$ cat config.mk
export PLATFORM = sky130hd
export DESIGN_NAME = sonic_echo_responder
export DESIGN_NICKNAME = d
export VERILOG_FILES = /design/src/rtl/sonic_pkg.sv /design/src/rtl/sonic_us_timer.sv /design/src/rtl/sonic_echo_responder.sv
export SDC_FILE = /design/constraint.sdc
export NUM_CORES = 1
export LEC_CHECK = 0
export ABC_AREA = 1
export ABC_CLOCK_PERIOD_IN_PS = 6400
export BUFFER_PORTS_ARGS = -buffer_cell sky130_fd_sc_hd__buf_2
export CORE_AREA = 4 4 107 98
export CTS_BUF_LIST = sky130_fd_sc_hd__clkbuf_2 sky130_fd_sc_hd__clkbuf_4 sky130_fd_sc_hd__clkbuf_8
export DETAILED_ROUTE_END_ITERATION = 12
export DIE_AREA = 0 0 111 102
export PLACE_DENSITY = 0.65
export SLEW_MARGIN = 15
export SYNTH_ARGS = -nofsm -noshare
export SYNTH_HDL_FRONTEND = slang
export SYNTH_SLANG_ARGS = --single-unit
$ cat constraint.sdc
create_clock -name clk -period 6.4 [get_ports clk]
set_input_delay 0.96 -clock clk [delete_from_list [all_inputs] [get_ports clk]]
set_output_delay 0.96 -clock clk [all_outputs]
set_load 0.01 [all_outputs]
$ cat src/rtl/sonic_pkg.sv
// Shared types, default timing constants and the echo-width rule for the
// ultrasonic echo responder.
package sonic_pkg;

  typedef enum logic [2:0] {IDLE, TRIG_HI, BURST, ECHO, COOLDOWN} sonic_state_e;

  localparam int CLK_HZ_DEF      = 50_000_000;
  localparam int CLK_PER_US      = CLK_HZ_DEF / 1_000_000;
  localparam int TRIG_MIN_US_DEF = 10;
  localparam int BURST_US_DEF    = 200;
  localparam int US_PER_CM_DEF   = 58;
  localparam int MIN_CM_DEF      = 2;
  localparam int MAX_CM_DEF      = 400;
  localparam int TIMEOUT_US_DEF  = 38000;
  localparam int COOLDOWN_US_DEF = 10000;

  localparam logic [15:0] LFSR_SEED = 16'hACE1;

  // Echo width in microseconds: out-of-range distances give the timeout
  // width, near distances are clamped up to the minimum.
  function automatic logic [15:0] echo_width_us(
    input logic [8:0] d,
    input int         us_per_cm,
    input int         min_cm,
    input int         max_cm,
    input int         timeout_us
  );
    int dd;
    int w;
    dd = int'(d);
    if (dd > max_cm) begin
      w = timeout_us;
    end else begin
      if (dd < min_cm) dd = min_cm;
      w = dd * us_per_cm;
    end
    return w[15:0];
  endfunction

endpackage

$ cat src/rtl/sonic_us_timer.sv
// Restartable microsecond timer: a 1 us tick prescaler feeding a 16-bit
// microsecond down-counter. done is high during the last clock cycle of the
// loaded interval, so a state change on done lands exactly load_us*CLK_PER_US
// cycles after start.
module sonic_us_timer #(
  parameter int CLK_PER_US = 50
) (
  input  logic        clk,
  input  logic        rst,
  input  logic        start,
  input  logic [15:0] load_us,
  output logic        done
);

  localparam int            TW        = (CLK_PER_US > 1) ? $clog2(CLK_PER_US) : 1;
  localparam logic [TW-1:0] TICK_LAST = TW'(CLK_PER_US - 1);

  logic [TW-1:0] tick_cnt;
  logic [15:0]   us_cnt;
  logic          tick;

  assign tick = (tick_cnt == TICK_LAST);
  assign done = tick && (us_cnt <= 16'd1);

  // Prescaler and microsecond counter; start realigns both to the new interval.
  always_ff @(posedge clk) begin
    if (rst) begin
      tick_cnt <= '0;
      us_cnt   <= '0;
    end else if (start) begin
      tick_cnt <= '0;
      us_cnt   <= load_us;
    end else if (tick) begin
      tick_cnt <= '0;
      if (us_cnt != 16'd0) us_cnt <= us_cnt - 16'd1;
    end else begin
      tick_cnt <= tick_cnt + 1'b1;
    end
  end

endmodule

$ cat src/rtl/sonic_echo_responder.sv
// HC-SR04-style sensor emulator: qualifies a trigger pulse, waits out the
// emulated burst, then drives an echo whose width encodes distance_cm.
// Optional range noise: define SONIC_ECHO_JITTER_EN to add a 0..15 us
// LFSR-derived offset to every echo width.
module sonic_echo_responder
  import sonic_pkg::*;
#(
  parameter int CLK_HZ      = CLK_HZ_DEF,
  parameter int TRIG_MIN_US = TRIG_MIN_US_DEF,
  parameter int BURST_US    = BURST_US_DEF,
  parameter int US_PER_CM   = US_PER_CM_DEF,
  parameter int MIN_CM      = MIN_CM_DEF,
  parameter int MAX_CM      = MAX_CM_DEF,
  parameter int TIMEOUT_US  = TIMEOUT_US_DEF,
  parameter int COOLDOWN_US = COOLDOWN_US_DEF
) (
  input  logic       clk,
  input  logic       rst,
  input  logic       trig,
  input  logic [8:0] distance_cm,
  output logic       echo,
  output logic       busy,
  output logic       trig_err
);

  localparam int CPU = CLK_HZ / 1_000_000;
  // The width counter reads N-1 when the fall is seen after N high cycles.
  localparam logic [15:0] TRIG_MIN_M1 = 16'(TRIG_MIN_US * CPU - 1);

  sonic_state_e state, nxt;
  logic         trig_s1, trig_s2, trig_prev;
  logic         rise, fall;
  logic [15:0]  wcnt;
  logic [15:0]  width_us;
  logic [15:0]  jit;
  logic         t_start, t_done;
  logic [15:0]  t_load;
  logic         accept, reject;

  // Two-flop synchronizer plus edge-detect register for the async trigger.
  always_ff @(posedge clk) begin
    if (rst) begin
      trig_s1   <= 1'b0;
      trig_s2   <= 1'b0;
      trig_prev <= 1'b0;
    end else begin
      trig_s1   <= trig;
      trig_s2   <= trig_s1;
      trig_prev <= trig_s2;
    end
  end

  assign rise = trig_s2 & ~trig_prev;
  assign fall = ~trig_s2 & trig_prev;

`ifdef SONIC_ECHO_JITTER_EN
  logic [15:0] lfsr;
  assign jit = {12'd0, lfsr[3:0]};

  // Maximal 16-bit LFSR (taps 16,15,13,4), stepped once per accepted trigger.
  always_ff @(posedge clk) begin
    if (rst)         lfsr <= LFSR_SEED;
    else if (accept) lfsr <= {lfsr[14:0], lfsr[15] ^ lfsr[14] ^ lfsr[12] ^ lfsr[3]};
  end
`else
  assign jit = '0;
`endif

  sonic_us_timer #(.CLK_PER_US(CPU)) u_timer (
    .clk     (clk),
    .rst     (rst),
    .start   (t_start),
    .load_us (t_load),
    .done    (t_done)
  );

  // Next-state logic; every timed state entry restarts the shared timer.
  always_comb begin
    nxt     = state;
    t_start = 1'b0;
    t_load  = '0;
    accept  = 1'b0;
    reject  = 1'b0;
    case (state)
      IDLE: if (rise) nxt = TRIG_HI;
      TRIG_HI: begin
        if (fall) begin
          if (wcnt >= TRIG_MIN_M1) begin
            nxt     = BURST;
            accept  = 1'b1;
            t_start = 1'b1;
            t_load  = 16'(BURST_US);
          end else begin
            nxt    = IDLE;
            reject = 1'b1;
          end
        end
      end
      BURST: begin
        if (t_done) begin
          nxt     = ECHO;
          t_start = 1'b1;
          t_load  = width_us;
        end
      end
      ECHO: begin
        if (t_done) begin
          nxt     = COOLDOWN;
          t_start = 1'b1;
          t_load  = 16'(COOLDOWN_US);
        end
      end
      COOLDOWN: if (t_done) nxt = IDLE;
      default:  nxt = IDLE;
    endcase
  end

  // State, registered outputs, trigger width counter and latched echo width.
  always_ff @(posedge clk) begin
    if (rst) begin
      state    <= IDLE;
      echo     <= 1'b0;
      trig_err <= 1'b0;
      wcnt     <= '0;
      width_us <= '0;
    end else begin
      state    <= nxt;
      echo     <= (nxt == ECHO);
      trig_err <= reject;
      if (state != TRIG_HI)   wcnt <= '0;
      else if (wcnt != '1)    wcnt <= wcnt + 16'd1;
      // Width is resolved at latch time so later distance changes are ignored.
      if (accept) width_us <= echo_width_us(distance_cm, US_PER_CM, MIN_CM, MAX_CM, TIMEOUT_US) + jit;
    end
  end

  assign busy = (state != IDLE);

endmodule

==> results_dict.tcl, run 1 <==
set metrics [dict create \
    ys_warn_count 0 \
    cts_tree "done" \
    post-route-min-period_ns 4.354 \
    root_buffer "clkbuf_8" \
    die_h_um 102 \
    antenna_found_initial 0 \
    fin_worst_skew_ns 0.01594 \
    nets 741 \
    die_x_um 111 \
    io_buffers 14 \
    leakagePower_nw 2.457 \
    drc_errors 0 \
    drt-wirelength-per-cell_um 12.91 \
    peakVddDrop_uv 84.35 \
    outcome "finished, final reports clean" \
    rows 34 \
    drv_slew 0 \
    postRouteAntennaNets 0 \
    hold_viol_final 0 \
    critPathSlowestCell "fa_1" \
    timing.slew.headroom_pct 50.05 \
    grt_overflow 0 \
    clock_sinks 61 \
    hold_buffers 0 \
    cts-resized-gates 0 \
    ys_seq_area_share_pct 26.57 \
    synth.distinct_cells 40 \
    synth_area_mm2 0.004597 \
    grt_max_degree 27 \
    cpPeakStageDelay_ns 0.53 \
    via_per_inst 5.100 \
    path_clk_slew_ns 0.07 \
    gp_congestion 0.9169 \
    worst_hold_path_type "register to register" \
    grt_pass1_wl_um 17880 \
    max_cap_violations 0 \
    placed_cells 792 \
    drive_gt1_share_pct 11.16 \
    cpMostUsedCell "ha_1" \
    first_pass_iters 5 \
    dp_hpwl_um 8105 \
    io_pins 15 \
    total_power_w 0.0009877 \
    drtIter0Drc 237 \
    die-area_mm2 0.01132 \
    criticalPathCategory "input pin to register" \
    routed_wl_um 10420 \
    cts_buffer_depth 2 \
    end_kind "register" \
    cts_buffers 9 \
    crit_required_ns 6.62 \
    vias 4116 \
    ys_ff_latch 61 \
    rsz0062_at_grt "false" \
    hold_ws_ns 0.4074 \
    synth.net_count 732 \
    htreeDepth 3 \
    arrival_ns 4.57 \
    num_antenna_cells 0 \
    finalCritPeriodShare_pct 68.03 \
    syn_inst 668 \
    core_mm2 0.009487 \
    grt_pass1_vias 3875 \
    setup_tns_ns 0 \
    fillers 974 \
    crit_path_max_fanout 4 \
    fmax_mhz 229.7 \
    initial_core_util_pct 48.46 \
    final_cells 807 \
    p_per_area_mw_per_mm2 200.3 \
    worst_pin_slew_ns 0.7435 \
    setup_viol 0 \
    clkLatencyLatePin_ns 0.35 \
    syn_avg_cell_area_um2 6.882 \
    worstSetupStartpointType "input pin" \
    post-cts-setup-buffers 0 \
    area_growth_pct 7.240 \
    cp_cell_sequence "buf_2 > inv_1 > ha_1 > nand3_1 > nor3_1 > nor2_1 > ha_1 > ha_1 > inv_1 > fa_1 > inv_1 > ha_1 > fa_1 > nand2_1 > nand3_1 > nand2_1 > o21bai_1 > or2_2 > nand3_1 > a21oi_1" \
    grt.total_usage_pct 19.20 \
]
-- final cells by class --
type | instances | area (um2) | area share (%)
Clock buffer | 11 | 151.4 | 3.071
Clock inverter | 4 | 47.55 | 0.9645
Inverter | 111 | 419.2 | 8.503
Multi-Input combinational cell | 480 | 2863 | 58.07
Sequential cell | 61 | 1221 | 24.77
Tap cell | 126 | 157.7 | 3.198
Timing Repair Buffer | 14 | 70.07 | 1.421
-- cell usage in the layout, fill, tap and decap left out, types with 12 or more instances in the layout --
| cell | synthesis | routed |
|---|---|---|
| o21ai_1 | 12 | 12 |
| a21oi_1 | 24 | 24 |
| dfxtp_1 | 61 | 61 |
| nor2_1 | 93 | 93 |
| ha_1 | 39 | 39 |
| nand4_1 | 17 | 17 |
| fa_1 | 13 | 13 |
| o21ai_0 | 28 | 28 |
| nand2_1 | 129 | 129 |
| nand3_1 | 52 | 52 |
| buf_2 | 2 | 14 |
| inv_1 | 104 | 104 |
-- per-layer routing --
layer | wire, um | share of wire [%] | global-route usage (%) | vias up
met1 | 5049 | 48 | 25.26 | 1875
li1 | - | - | - | 2141
met3 | 433 | 4.2 | 2.724 | 13
met2 | 4781 | 46 | 32.93 | 87
met4 | 153 | 1.5 | 6.250 | 0
met5 | 0 | 0 | 0 | -
-- power breakdown --
part	leakage (nW)	internal [W]	switching, W
sequential	0.492	0.000382	0.00000270
combinational	1.86	0.0000945	0.000157
clock	0.101	0.000197	0.000153
total	2.46	0.000674	0.000313
-- through the flow --
step / utilization [%] / setup WS, ns / cell area (um2)
after floorplan: - / 2.104 / 4597
after global placement: 49.87 / 1.851 / 4731
after detailed placement: 49.87 / 1.704 / 4731
after CTS: 51.97 / 2.072 / 4930
after global routing: 51.97 / 1.795 / 4930
final: 51.97 / 2.046 / 4930
-- cells in the mapped netlist (all sizes together) --
| library cell | instances | area share (%) |
|---|---|---|
| nand2 | 135 | 12 |
| inv | 109 | 8.9 |
| nor2 | 106 | 9.9 |
| dfxtp | 61 | 27 |
| nand3 | 57 | 7.1 |
| o21ai | 41 | 4.5 |
| ha | 39 | 11 |
| a21oi | 25 | 2.8 |
| nand4 | 17 | 2.3 |
| fa | 13 | 5.7 |
| nor3 | 12 | 1.9 |
| clkbuf | 10 | 0.84 |
| or2 | 9 | 1.2 |
| xor2 | 8 | 1.5 |
| buf | 6 | 1.2 |
| a31oi | 5 | 0.68 |
| xnor2 | 5 | 0.95 |
| clkinv | 2 | 0.22 |
| o21a | 2 | 0.33 |
| and2 | 1 | 0.14 |
| nand3b | 1 | 0.16 |
| nor3b | 1 | 0.27 |
| nor4 | 1 | 0.14 |
| o21bai | 1 | 0.16 |
| o31ai | 1 | 0.16 |
-- worst max-delay path: cells and delay by family --
kind                       cells  cell delay (ns)
and+or+nand+nor                8             1.24
AOI/OAI and AO/OA              2             0.13
adders and majority gates      6             1.90
buffers and inverters          4             0.31
-- registers in the layout (all words and copies together), names as in the netlist, 3 cells and up --
| name | count |
|---|---|
| wcnt | 16 |
| width_us | 15 |
| state | 3 |
| u_timer.tick_cnt | 6 |
| u_timer.us_cnt | 16 |
-- kinds of logic (layout without fill, tap and decap cells) --
logic type                 Yosys count  in the layout  synth area share (%)
xor gates and xnor gates            13             13                 2.477
DFF                                 61             61                 26.57
AOI/OAI and AO/OA                   75             75                 8.683
and+or+nand+nor                    340            340                 34.84
buffers and inverters              127            140                 11.16
adders and majority gates           52             52                 16.28
-- path summary, 6_finish.rpt --
check | startpoint | end | slack (ns) | cells after the start
max | distance_cm[7] | width_us[11]$_SDFFE_PP0P_ | 2.05 | 20
min | trig_s1$_SDFF_PP0_ | trig_s2$_SDFF_PP0_ | 0.41 | 2
max reg2reg | wcnt[0]$_SDFFE_PP0P_ | u_timer.us_cnt[0]$_SDFFE_PP0P_ | 4.32 | 10
min reg2reg | trig_s1$_SDFF_PP0_ | trig_s2$_SDFF_PP0_ | 0.41 | 2
(Power assumes the default switching activity.)
==> run 2: changes to the inputs <==
Settings changed: ABC_CLOCK_PERIOD_IN_PS 6400 to 3980, PLACE_DENSITY 0.65 to 0.68.
Clock period 6.4 ns to 3.98 ns, I/O delays scaled along.
==> results_dict.tcl, run 2 (same netlist as run 1, synthesis figures left out) <==
set metrics [dict create \
    outcome "finished, final reports clean" \
    area_growth_pct 10.56 \
    core_mm2 0.009487 \
    post-route-min-period_ns 3.750 \
    routed_wl_um 10140 \
    via_per_inst 5.073 \
    cpPeakStageDelay_ns 0.54 \
    io_pins 15 \
    critPathSlowestCell "fa_1" \
    num_antenna_cells 0 \
    root_buffer "clkbuf_8" \
    initial_core_util_pct 48.46 \
    first_pass_iters 4 \
    vias 4190 \
    path_clk_slew_ns 0.07 \
    criticalPathCategory "input pin to register" \
    timing.slew.headroom_pct 45.23 \
    cp_num_buf_inv 4 \
    grt_pass1_wl_um 17860 \
    worst_pin_slew_ns 0.8153 \
    die-area_mm2 0.01132 \
    grt_max_degree 27 \
    die_h_um 102 \
    crit_path_max_fanout 3 \
    fillers 908 \
    drv_slew 0 \
    cts_buffers 9 \
    post-route-util_pct 53.57 \
    layout_commonest_cell "nand2_1" \
    die_x_um 111 \
    htreeDepth 3 \
    r2r_cells 10 \
    fin_worst_skew_ns 0.01131 \
    rows 34 \
    hold_buffers 0 \
    grt.total_usage_pct 19.01 \
    reg2reg_to "u_timer.us_cnt[0]$_SDFFE_PP0P_" \
    drt-wirelength-per-cell_um 12.28 \
    setup.worst_path.start "distance_cm[7]" \
    crit_required_ns 4.19 \
    grt_overflow 0 \
    postRouteAntennaNets 0 \
    hold_viol_final 0 \
    gp_congestion 0.8911 \
    io_buffers 14 \
    peakVddDrop_uv 155.4 \
    p_per_area_mw_per_mm2 324.3 \
    fmax_mhz 266.7 \
    max_cap_violations 0 \
    path_delay_family "adder cells" \
    post-cts-setup-buffers 0 \
    rsz0062_at_grt "false" \
    cts-resized-gates 0 \
    reg2reg_from "wcnt[0]$_SDFFE_PP0P_" \
    cts_buffer_depth 2 \
    reg_top3 "u_timer.us_cnt (16), wcnt (16), width_us (15)" \
    setup_viol 0 \
    grt_pass1_vias 4044 \
    r2r_slack_ns 1.92 \
    arrival_ns 3.96 \
    drtIter0Drc 265 \
    placed_cells 811 \
    nets 760 \
    cp_cell_sequence "buf_2 > inv_1 > ha_1 > nand3_1 > nor3_1 > or2_2 > ha_1 > inv_1 > fa_1 > fa_1 > inv_1 > fa_1 > nand2_1 > nand3_1 > nand2_1 > o21bai_1 > or2_2 > nand3_1 > a21oi_1" \
    finalCritPeriodShare_pct 94.22 \
    cp-endpoint "width_us[11]$_SDFFE_PP0P_" \
    leakagePower_nw 2.555 \
    clkLatencyLatePin_ns 0.34 \
    dp_hpwl_um 7904 \
    cts_tree "done" \
    min_from "trig_s1$_SDFF_PP0_" \
    end_kind "register" \
    drive_gt1_share_pct 13.57 \
    clock_sinks 61 \
    worst_hold_path_type "register to register" \
    drc_errors 0 \
    final_cell_mix "nand2_1, inv_1, nor2_1, dfxtp_1, nand3_1" \
    antenna_found_initial 0 \
    final_cells 826 \
    cp.depth 19 \
    worstSetupStartpointType "input pin" \
]
-- run 2: changes by cell type in the layout (fill, tap and decap cells not counted) --
cell	delta
buf_4	+19
clkbuf_8	+1
clkinv_2	-1
clkinv_4	+1
clkinvlp_4	-1
-- run 2: per-layer routing --
metal	vias to the layer above	track usage, %	routed length [um]
met5	-	0	0
met4	0	7.860	256
met3	19	3.079	304
met2	63	34.19	4925
met1	1925	22.92	4656
li1	2183	-	-
-- run 2: worst reg2reg max path, delay by kind of cell (launching register included) --
family | cells | cell delay [ns]
AND/OR/NAND/NOR | 7 | 0.99
adder cells (fa/ha/maj) | 1 | 0.23
AO/OA/AOI/OAI | 1 | 0.16
flip-flops | 1 | 0.33
buffers and inverters | 1 | 0.28
-- run 2: layout make-up --
type / instances / area [um2] / area share (%)
Inverter: 111 / 419.2 / 8.247
Multi-Input combinational cell: 480 / 2863 / 56.33
Sequential cell: 61 / 1221 / 24.03
Clock buffer: 12 / 165.2 / 3.250
Tap cell: 126 / 157.7 / 3.102
Clock inverter: 3 / 43.79 / 0.8616
Timing Repair Buffer: 33 / 212.7 / 4.185
-- run 2: per-stage QoR --
stage                     hold WS (ns)  cell area, um2  setup slack, ns  total power (W)  setup TNS (ns)
after floorplan                 0.3883            4597          0.04717        0.0009487               0
after global placement          0.3958            4873         -0.07909         0.001071        -0.09676
after detailed placement        0.4031            4873          -0.1547         0.001081         -0.4445
after CTS                       0.4129            5082           0.2172         0.001662               0
after global routing            0.4359            5082          0.02629         0.001765               0
final                           0.4156            5082           0.2300         0.001648               0
-- run 2: worst min-delay path by stage --
| stage | end | slack [ns] | cells past startpoint |
|---|---|---|---|
| 3_3_place_gp | trig_s2$_SDFF_PP0_ | 0.40 | 2 |
| 6_report | trig_s2$_SDFF_PP0_ | 0.42 | 2 |
| 3_5_place_dp | trig_s2$_SDFF_PP0_ | 0.40 | 2 |
| 4_1_cts | trig_s2$_SDFF_PP0_ | 0.41 | 2 |
| 5_1_grt | trig_s2$_SDFF_PP0_ | 0.44 | 2 |
| 2_1_floorplan | trig_s2$_SDFF_PP0_ | 0.39 | 2 |
-- run 2: report_power, final --
| part | total, W | internal [W] | switching [W] |
|---|---|---|---|
| combinational | 0.000450 | 0.000192 | 0.000257 |
| clock | 0.000579 | 0.000337 | 0.000242 |
| sequential | 0.000619 | 0.000615 | 0.00000455 |
